`config.mk`:
```
export PLATFORM = sky130hd
export DESIGN_NAME = count_window_meter
export DESIGN_NICKNAME = d
export VERILOG_FILES = /design/src/rtl/count_window_meter.sv
export SDC_FILE = /design/constraint.sdc
export NUM_CORES = 1
export LEC_CHECK = 0
export CAP_MARGIN = 40
export CORE_ASPECT_RATIO = 0.8
export CORE_MARGIN = 2
export CORE_UTILIZATION = 45
export DETAILED_ROUTE_END_ITERATION = 8
export GPL_ROUTABILITY_DRIVEN = 0
export PLACE_DENSITY_LB_ADDON = 0.3
export SLEW_MARGIN = 5
export SYNTH_ARGS = -nofsm -noshare
export SYNTH_HDL_FRONTEND = slang
export SYNTH_SLANG_ARGS = --single-unit
```
`constraint.sdc`:
```
create_clock -name clk -period 4 [get_ports clk]
set_input_delay 0.8 -clock clk [delete_from_list [all_inputs] [get_ports clk]]
set_output_delay 0.8 -clock clk [all_outputs]
set_load 0.02 [all_outputs]
```
`src/rtl/count_window_meter.sv`:
```
// Window meter for a free-running event counter: per-window modulo delta on a
// valid/ready slot, saturating total, stall flag. Optional peak tracker: COUNT_WINDOW_METER_PEAK_EN.
module count_window_meter #(
    parameter int WIDTH       = 8,
    parameter int WIN_CYCLES  = 16,
    parameter int TOT_WIDTH   = 16,
    parameter int STALL_LIMIT = 4
) (
    input  logic                 clk,
    input  logic                 rst,
    input  logic [WIDTH-1:0]     count_in,
    input  logic                 enable,
    output logic [WIDTH-1:0]     delta,
    output logic                 delta_valid,
    input  logic                 delta_ready,
    output logic [TOT_WIDTH-1:0] total,
    output logic                 stalled,
    output logic                 overrun,
`ifdef COUNT_WINDOW_METER_PEAK_EN
    input  logic                 peak_clr,
    output logic [WIDTH-1:0]     peak,
`endif
    output logic                 state_o
);

    localparam int CW = (WIN_CYCLES > 2) ? $clog2(WIN_CYCLES) : 1;
    localparam int SW = $clog2(STALL_LIMIT + 1);

    localparam logic [0:0] S_IDLE = 1'b0;
    localparam logic [0:0] S_RUN  = 1'b1;

    logic [0:0]           state_q, state_d;
    logic [WIDTH-1:0]     base_q, base_d;
    logic [CW-1:0]        win_cnt_q, win_cnt_d;
    logic [WIDTH-1:0]     delta_q, delta_d;
    logic                 delta_valid_q, delta_valid_d;
    logic [TOT_WIDTH-1:0] total_q, total_d;
    logic [SW-1:0]        stall_cnt_q, stall_cnt_d;
    logic                 stalled_q, stalled_d;
    logic                 overrun_q, overrun_d;

    logic                 win_end;
    logic                 xfer;
    logic [WIDTH-1:0]     win_delta;
    logic [TOT_WIDTH:0]   total_sum;
    logic [TOT_WIDTH-1:0] total_sat;

    // Output slot handshake: delta is offered while delta_valid is high and
    // leaves the slot on any cycle with delta_valid && delta_ready; a new
    // window result may be written in that same cycle.
    assign xfer      = delta_valid_q && delta_ready;
    assign win_end   = (state_q == S_RUN) && enable && (win_cnt_q == CW'(WIN_CYCLES - 1));
    assign win_delta = count_in - base_q;

    // Modulo subtraction above already handles counter wrap; total only needs saturation.
    assign total_sum = {1'b0, total_q} + {{(TOT_WIDTH + 1 - WIDTH){1'b0}}, win_delta};
    assign total_sat = total_sum[TOT_WIDTH] ? {TOT_WIDTH{1'b1}} : total_sum[TOT_WIDTH-1:0];

    always_comb begin
        state_d       = state_q;
        base_d        = base_q;
        win_cnt_d     = win_cnt_q;
        delta_d       = delta_q;
        delta_valid_d = delta_valid_q;
        total_d       = total_q;
        stall_cnt_d   = stall_cnt_q;
        overrun_d     = overrun_q;

        if (xfer) begin
            delta_valid_d = 1'b0;
        end

        case (state_q)
            S_IDLE: begin
                if (enable) begin
                    state_d   = S_RUN;
                    base_d    = count_in;
                    win_cnt_d = '0;
                end
            end
            S_RUN: begin
                if (!enable) begin
                    state_d     = S_IDLE;
                    win_cnt_d   = '0;
                    stall_cnt_d = '0;
                end else if (win_end) begin
                    base_d    = count_in;
                    win_cnt_d = '0;
                    total_d   = total_sat;
                    if (win_delta == '0) begin
                        if (stall_cnt_q != SW'(STALL_LIMIT)) begin
                            stall_cnt_d = stall_cnt_q + SW'(1);
                        end
                    end else begin
                        stall_cnt_d = '0;
                    end
                    if (!delta_valid_q || delta_ready) begin
                        delta_d       = win_delta;
                        delta_valid_d = 1'b1;
                    end else begin
                        overrun_d = 1'b1;
                    end
                end else begin
                    win_cnt_d = win_cnt_q + CW'(1);
                end
            end
            default: begin
                state_d = S_IDLE;
            end
        endcase

        stalled_d = (stall_cnt_d == SW'(STALL_LIMIT));
    end

    always_ff @(posedge clk) begin
        if (rst) begin
            state_q       <= S_IDLE;
            base_q        <= '0;
            win_cnt_q     <= '0;
            delta_q       <= '0;
            delta_valid_q <= 1'b0;
            total_q       <= '0;
            stall_cnt_q   <= '0;
            stalled_q     <= 1'b0;
            overrun_q     <= 1'b0;
        end else begin
            state_q       <= state_d;
            base_q        <= base_d;
            win_cnt_q     <= win_cnt_d;
            delta_q       <= delta_d;
            delta_valid_q <= delta_valid_d;
            total_q       <= total_d;
            stall_cnt_q   <= stall_cnt_d;
            stalled_q     <= stalled_d;
            overrun_q     <= overrun_d;
        end
    end

`ifdef COUNT_WINDOW_METER_PEAK_EN
    logic [WIDTH-1:0] peak_q, peak_d;

    // A clear coinciding with a window end restarts the peak from that window.
    always_comb begin
        peak_d = peak_q;
        if (peak_clr) begin
            peak_d = win_end ? win_delta : '0;
        end else if (win_end && (win_delta > peak_q)) begin
            peak_d = win_delta;
        end
    end

    always_ff @(posedge clk) begin
        if (rst) begin
            peak_q <= '0;
        end else begin
            peak_q <= peak_d;
        end
    end

    assign peak = peak_q;
`endif

    assign delta       = delta_q;
    assign delta_valid = delta_valid_q;
    assign total       = total_q;
    assign stalled     = stalled_q;
    assign overrun     = overrun_q;
    assign state_o     = state_q;

endmodule

```
==> impl_results.md, run 1 <==
* Vias per inst at 5.30
* FF-to-FF End: total[13]
* Largest fanout on the critical path at 4
* Status: finished, final reports clean
* Pint at 0.641 mW
* First-pass GRT wire length at 9350 um
* Row cnt at 24
* Register bit total from synthesis at 43
* Post-route ant nets at 0
* Top cell type by total area after synthesis: dfxtp_1
* Slew Viols, Final at 0
* Post-Synthesis Cell Area at 2570 um2
* Logic gate share of total power at 0.227
* Synth Warn # at 0
* Endpoints failing setup at 0
* CP arrival at 4.01 ns
* Path length in cells of the critical path at 14
* Gr ovfl total at 0
* R2r worst-path depth at 12
* Final Cycle Share at 0.963
* 1st-pass router iterations at 4
* Clock Skew at 0.00864 ns
* Crit path max-delay family: adder cells
* Vias in the first global route at 2092
* Power share of the clock group at 0.288
* Starting Density at 0.470
* Sequential Power Share at 0.485
* IO Port Bufs at 39
* Reg2reg start: base_q[0]
* CP Capture Type: register
* Skew-Pair Late Insertion Delay at 0.30 ns
* Post-synth EDFFs at 0
* Inserted Diodes at 0
* Cell leakage power at 1.25 nW
* Flop2flop setup slack at 0.87 ns
* Final Hold Fails at 0
* Area grow syn2layout at 26.9%
* Initial drt markers at 85
* CTS HTree Levels at 2
* Post-Syn Area per Cell at 8.02 um2
* Vias at 2403
* Die width at 88.4 um
* Layout cells sized above 1 at 0.109
* Syn Nets at 353
* Min-Delay Path Class: reg2reg
* Fin crit period at 3.85 ns
* Number of distinct library cells after synthesis at 48
* Setup bufs post-CTS at 0
* Synth top cells by count: nor2_1 (56), dfxtp_1 (43), a21oi_1 (36)
* Worst rel slew slack at 0.525
* Pre-CTS WS at -0.205 ns
* Antenna violations before repair at 0
* Core Area at 5470 um2
* Primary FF master, synth: dfxtp_1
* Post-synth ARST share at 0
* Max Freq at 0.260 GHz
* GRT Total Usage at 0.184
* Critical Path Start Type: input port
* Clock tree from TritonCTS: done
* Min-Delay Path Depth at 2
* Placed Cells at 447
* Average wire per standard cell at 12.7 um
* CTS clk-pin slew, worst paths at 0.08 ns
* Most common cell in the synthesized netlist: nor2_1
* IO Count at 40
* Root Driver: clkbuf_8
* WL final at 5740 um
* Post-synthesis sequential area ratio at 0.335
* WP buf/inv at 2
* Critical path's largest stage delay at 0.48 ns
* Worst path most repeated cell: ha_1
* Final Non-Filler Cells at 453
* CP Class: in2reg
* Worst-case clock buffer depth at 2
* CTS Buf Count at 5
* Post-Route Setup TNS at 0 ns
* Worst VDD drop at 0.176 mV
* Die extent in y at 71.5 um
* Post-synth top area share at 0.335
* Die area at 6330 um2
* Hold Startpoint: delta[2]
* WHS Endpoint: delta[2]
* CTS sink cnt at 43
* Least-Margin Pin Slew at 0.711 ns
* Top cells by area, synth: dfxtp_1 (34%), ha_1 (9.3%), nor2_1 (8.2%), a21oi_1 (7.0%), a211oi_1 (4.7%)
* Gate Count Post-Synth at 320
* Worst path cell trace: clkdlybuf4s50_1 > inv_1 > ha_1 > fa_1 > nand2b_1 > a21oi_1 > xor2_1 > ha_1 > nor4_1 > a21oi_2 > a31oi_2 > nor2_2 > a41oi_1 > nor3_1
* Slowest stage cell, crit path: clkdlybuf4s50_1
* Dpl cell area at 3160 um2
* Sw frac at 0.289
* Post-detail-place hpwl at 4330 um
* Worst setup margin at 0.148 ns
* Fillcell total at 524
* Drc violations at 0
* NetSw at 0.260 mW
* Pwr Density at 277 nW/um2
* Largest net degree at the start of global routing at 26
* Cell area after layout at 3260 um2
* Critical Path RT at 4.16 ns
* Max Cap Viol at 0
* Fin nets at 409
## sequential cells by signal, indices dropped and copies added (netlist names)
name         flops
delta_valid      1
stall_cnt_q      3
total           16
stalled          1
delta            8
base_q           8
overrun          1
state_o          1
win_cnt_q        4
## through the flow
step           power, mW   util  hold slack (ns)
2_1_floorplan      0.577      -            0.449
3_3_place_gp       0.641  0.578            0.448
3_5_place_dp       0.646  0.578            0.455
4_1_cts            0.909  0.592            0.466
5_1_grt            0.949  0.596            0.487
6_report           0.901  0.596            0.466
## tightest hold or removal path: cells and delay by family (launching register included)
| family | cells | cell delay [ns] |
|---|---|---|
| flops | 1 | 0.32 |
| simple gates | 1 | 0.05 |
| compound gates | 1 | 0.05 |
## cells in the final DEF, fill, tap and decap left out, drive strengths merged, types with 2 or more instances in the layout
cell           netlist  layout
a2111oi              4       4
buf                  2      19
o21ai                9       9
a31oi                3       3
o21bai               2       2
inv                 22      22
a211oi              18      18
o21a                 2       2
fa                   2       2
xor2                 8       8
and3                 4       4
nand2b               4       4
nand3                7       7
nor2                58      58
dfxtp               43      43
clkdlybuf4s50        0      39
nor3                 9       9
mux2i                3       3
nor2b                3       3
and2                 2       2
nor4                 3       3
nand2               23      23
xnor2                2       2
clkbuf               7       5
ha                  19      19
nand4                5       5
a21oi               36      36
o31ai                2       2
a21o                 6       6
## logic make-up after synthesis
group,count (synthesis),share of synthesized area
XOR/XNOR,10,0.0341
AND/OR/NAND/NOR,123,0.225
AO/OA/AOI/OAI,89,0.239
adder cells (fa/ha/maj),21,0.108
multiplexers,3,0.0117
flip-flops,43,0.335
buffers and inverters,31,0.0463
## layer usage
metal  GRT usage  part of all wire
met2       0.292              0.45
met3      0.0357             0.039
met4      0.0522             0.010
met1       0.257              0.50
met5           0                 0
## power groups by stage
stage	sequential, mW	clock, mW	combinational, mW
detailed placement	0.447	0	0.199
global route	0.438	0.286	0.224
CTS	0.437	0.271	0.200
floorplan	0.446	0	0.131
finish	0.437	0.260	0.204
global placement	0.447	0	0.194
## what timing repair did
| item | 4_1_cts | 5_1_grt |
|---|---|---|
| gates resized for setup | 0 | 6 |
| setup endpoints to repair | 0 | 4 |
| hold buffers | 0 | 0 |
## worst max-delay path by stage
stage,endpoint,startpoint
6_report,total[13],count_in[0]
5_1_grt,total[13],count_in[0]
4_1_cts,total[15],count_in[0]
3_5_place_dp,total[15],count_in[0]
3_3_place_gp,total[15],count_in[0]
2_1_floorplan,total[9],count_in[0]
## area by class of cell
type / instances / area, um2 / share of cell area
clock inverters: 1 / 7.51 / 0.00231
well taps: 78 / 97.6 / 0.0300
flip-flops and latches: 43 / 861 / 0.264
inverters: 22 / 82.6 / 0.0254
clock buffers: 5 / 68.8 / 0.0211
repair buffers: 58 / 533 / 0.164
multi-input cells: 246 / 1610 / 0.493
No activity file was read; power rests on OpenSTA's default activity.
==> run 2: changes to the inputs <==
CAP_MARGIN = 20   (was 40)
CTS_CLUSTER_SIZE = 40   (was unset)
==> results of run 2 <==
The final DEF is identical to that of run 1; final timing and power are the same.
==> run 3: changes to the inputs <==
ABC_AREA = 1   (was unset)
CORE_UTILIZATION = 54   (was 45)
GPL_ROUTABILITY_DRIVEN = unset   (was 0)
==> run 3 against run 2 <==
  * Critical path depth up 3
  * First-iteration DRC count up 110%
  * Power down 1.2%
  * Global-route usage up 5.2 points
  * Cell count up 5.3%
  * Combinational power down 9.8%
  * Clock skew about the same
  * Clock-buffer cell count up 2
  * Highest routed layer unchanged
==> impl_results.md, run 3 <==
* Status: finished, final reports clean (unchanged)
* Row cnt at 22 (was 24)
* CTS HTree Levels at 2 (unchanged)
* Post-synth ARST share at 0 (unchanged)
* Worst rel slew slack at 0.470 (was 0.525)
* CTS-repair resized insts at 0 (unchanged)
* IO Port Bufs at 39 (unchanged)
* Least-Margin Pin Slew at 0.794 ns (was 0.711 ns)
* Most frequent cells in the layout: nand2_1 (83), inv_1 (60), dfxtp_1 (43) (was nor2_1 (55), dfxtp_1 (43), clkdlybuf4s50_1 (39))
* Critical Path Start Type: input port (unchanged)
* Final Cycle Share at 0.894 (was 0.963)
* Die width at 81.5 um (was 88.4 um)
* Vias in the first global route at 2200 (was 2092)
* Antenna violations before repair at 0 (unchanged)
* Core Area at 4600 um2 (was 5470 um2)
* CTS clk-pin slew, worst paths at 0.08 ns (about the same)
* Clock tree from TritonCTS: done (unchanged)
* Final Hold Fails at 0 (unchanged)
* Largest fanout on the critical path at 5 (was 4)
* Worst-case clock buffer depth at 2 (unchanged)
* Area grow syn2layout at 20.3% (was 26.9%)
* Worst VDD drop at 0.280 mV (was 0.176 mV)
* Top cells by area, synth: dfxtp_1 (33%), nand2_1 (12%), ha_1 (9.2%), inv_1 (8.7%), a21oi_1 (6.4%) (was dfxtp_1 (34%), ha_1 (9.3%), nor2_1 (8.2%), a21oi_1 (7.0%), a211oi_1 (4.7%))
* Post-synth top area share at 0.331 (was 0.335)
* Synth Warn # at 0 (unchanged)
* Fin crit period at 3.57 ns (was 3.85 ns)
* Post-detail-place hpwl at 4460 um (was 4330 um)
* Primary FF master, synth: dfxtp_1 (unchanged)
* Most common cell in the synthesized netlist: nand2_1 (was nor2_1)
* Inserted Diodes at 0 (unchanged)
* Max Cap Viol at 0 (unchanged)
* Pwr Density at 285 nW/um2 (was 277 nW/um2)
* Cell leakage power at 1.51 nW (was 1.25 nW)
* Vias at 2451 (was 2403)
* Average wire per standard cell at 12.1 um (was 12.7 um)
* CP Capture Type: register (unchanged)
* Skew-Pair Late Insertion Delay at 0.29 ns (was 0.30 ns)
* Clock Skew at 0.00847 ns (was 0.00864 ns)
* Vias per inst at 5.14 (was 5.30)
* CP Class: in2reg (unchanged)
* 1st-pass router iterations at 5 (was 4)
* Placed Cells at 469 (was 447)
* Endpoints failing setup at 0 (unchanged)
* # hold bufs at CTS at 0 (unchanged)
* Post-Synthesis Cell Area at 2600 um2 (was 2570 um2)
* Post-route ant nets at 0 (unchanged)
* Post-Syn Area per Cell at 6.93 um2 (was 8.02 um2)
* Starting Density at 0.565 (was 0.470)
* Syn Nets at 408 (was 353)
* First-pass GRT wire length at 9810 um (was 9350 um)
* Max Freq at 0.280 GHz (was 0.260 GHz)
* GRT Total Usage at 0.236 (was 0.184)
* Die extent in y at 66.0 um (was 71.5 um)
* CTS Buf Count at 5 (unchanged)
* Number of distinct library cells after synthesis at 34 (was 48)
* Initial drt markers at 179 (was 85)
* Synth top cells by count: nand2_1 (83), inv_1 (60), dfxtp_1 (43) (was nor2_1 (56), dfxtp_1 (43), a21oi_1 (36))
* Root Driver: clkbuf_8 (unchanged)
* Die area at 5380 um2 (was 6330 um2)
* CP arrival at 3.76 ns (was 4.01 ns)
* Fin nets at 449 (was 409)
* Gate Count Post-Synth at 375 (was 320)
* Slew Viols, Final at 0 (unchanged)
* Critical Path RT at 4.18 ns (was 4.16 ns)
* Top cell type by total area after synthesis: dfxtp_1 (unchanged)
* Final Non-Filler Cells at 477 (was 453)
* RSZ-0062 raised after global routing: false
* Gr ovfl total at 0 (unchanged)
* Post-synthesis sequential area ratio at 0.331 (was 0.335)
* Register bit total from synthesis at 43 (unchanged)
* RePlAce Congestion at 0.887
* IO Count at 40 (unchanged)
* Max reg flops at 16 (unchanged)
* Most common cell after layout, fill and taps aside: nand2_1 (was nor2_1)
* Min-Delay Path Class: reg2reg (unchanged)
* Layout cells sized above 1 at 0.0695 (was 0.109)
* Setup bufs post-CTS at 0 (unchanged)
* CTS sink cnt at 43 (unchanged)
* WL final at 5760 um (was 5740 um)
* Drc violations at 0 (unchanged)
* Largest net degree at the start of global routing at 30 (was 26)
* Post-synth EDFFs at 0 (unchanged)
* Post-Route Setup TNS at 0 ns (unchanged)
-- run 3: power breakdown --
group | leakage, nW | internal [mW] | switching (mW)
registers | 0.349 | 0.435 | 0.00348
logic | 1.12 | 0.0705 | 0.114
clock network | 0.0422 | 0.123 | 0.146
total | 1.51 | 0.628 | 0.263
-- run 3: cell families (layout without fill, tap and decap cells) --
kind of cell	Yosys count	count (layout)	share of synthesized area
AO/OA/AOI/OAI	78	78	0.166
AND/OR/NAND/NOR	151	151	0.251
flip-flops	43	43	0.331
adder cells (fa/ha/maj)	21	21	0.107
XOR/XNOR	11	11	0.0371
buffers and inverters	71	113	0.107
-- run 3: path summary, 6_finish.rpt --
path / startpoint / end / slack (ns) / depth (start not counted)
max reg2reg: base_q[0] / total[12] / 1.13 / 15
min reg2reg: base_q[5] / base_q[5] / 0.46 / 2
max: count_in[0] / total[12] / 0.43 / 17
min: base_q[5] / base_q[5] / 0.46 / 2
-- run 3: cell type report --
type                    count  area, um2
clock buffers               7       76.3
clock inverters             1       5.00
fillers                   405       1470
inverters                  63        236
multi-input cells         261       1460
flip-flops and latches     43        861
well taps                  60       75.1
repair buffers             42        413
-- run 3: per-stage QoR --
stage          instance area, um2  setup WS (ns)  hold WS, ns  power, mW   util
4_1_cts                      3120          0.459        0.467      0.900  0.680
2_1_floorplan                2600          0.893        0.433      0.580      -
3_3_place_gp                 3040          0.220        0.443      0.625  0.662
6_report                     3120          0.426        0.463      0.891  0.680
3_5_place_dp                 3040          0.156        0.446      0.630  0.662
5_1_grt                      3120          0.183        0.490      0.945  0.680
-- run 3: layer usage --
layer  global-route usage  up-vias  wire, um
met5                    0        -         0
met3               0.0492        5       281
li1                     -     1284         -
met4               0.0508        0        41
met2                0.380       57      2470
met1                0.324     1105      2970
-- run 3: critical path: stages --
cell             delay (ns)
clkdlybuf4s50_1        0.45
inv_1                  0.05
ha_1                   0.22
fa_1                   0.41
inv_1                  0.07
nand2_1                0.07
nand2_2                0.09
nand3_2                0.07
nand3_1                0.08
nand2_2                0.08
ha_1                   0.37
nand4_1                0.14
o221ai_2               0.24
nand2_1                0.14
or2_0                  0.27
o21ai_1                0.15
a21oi_1                0.06
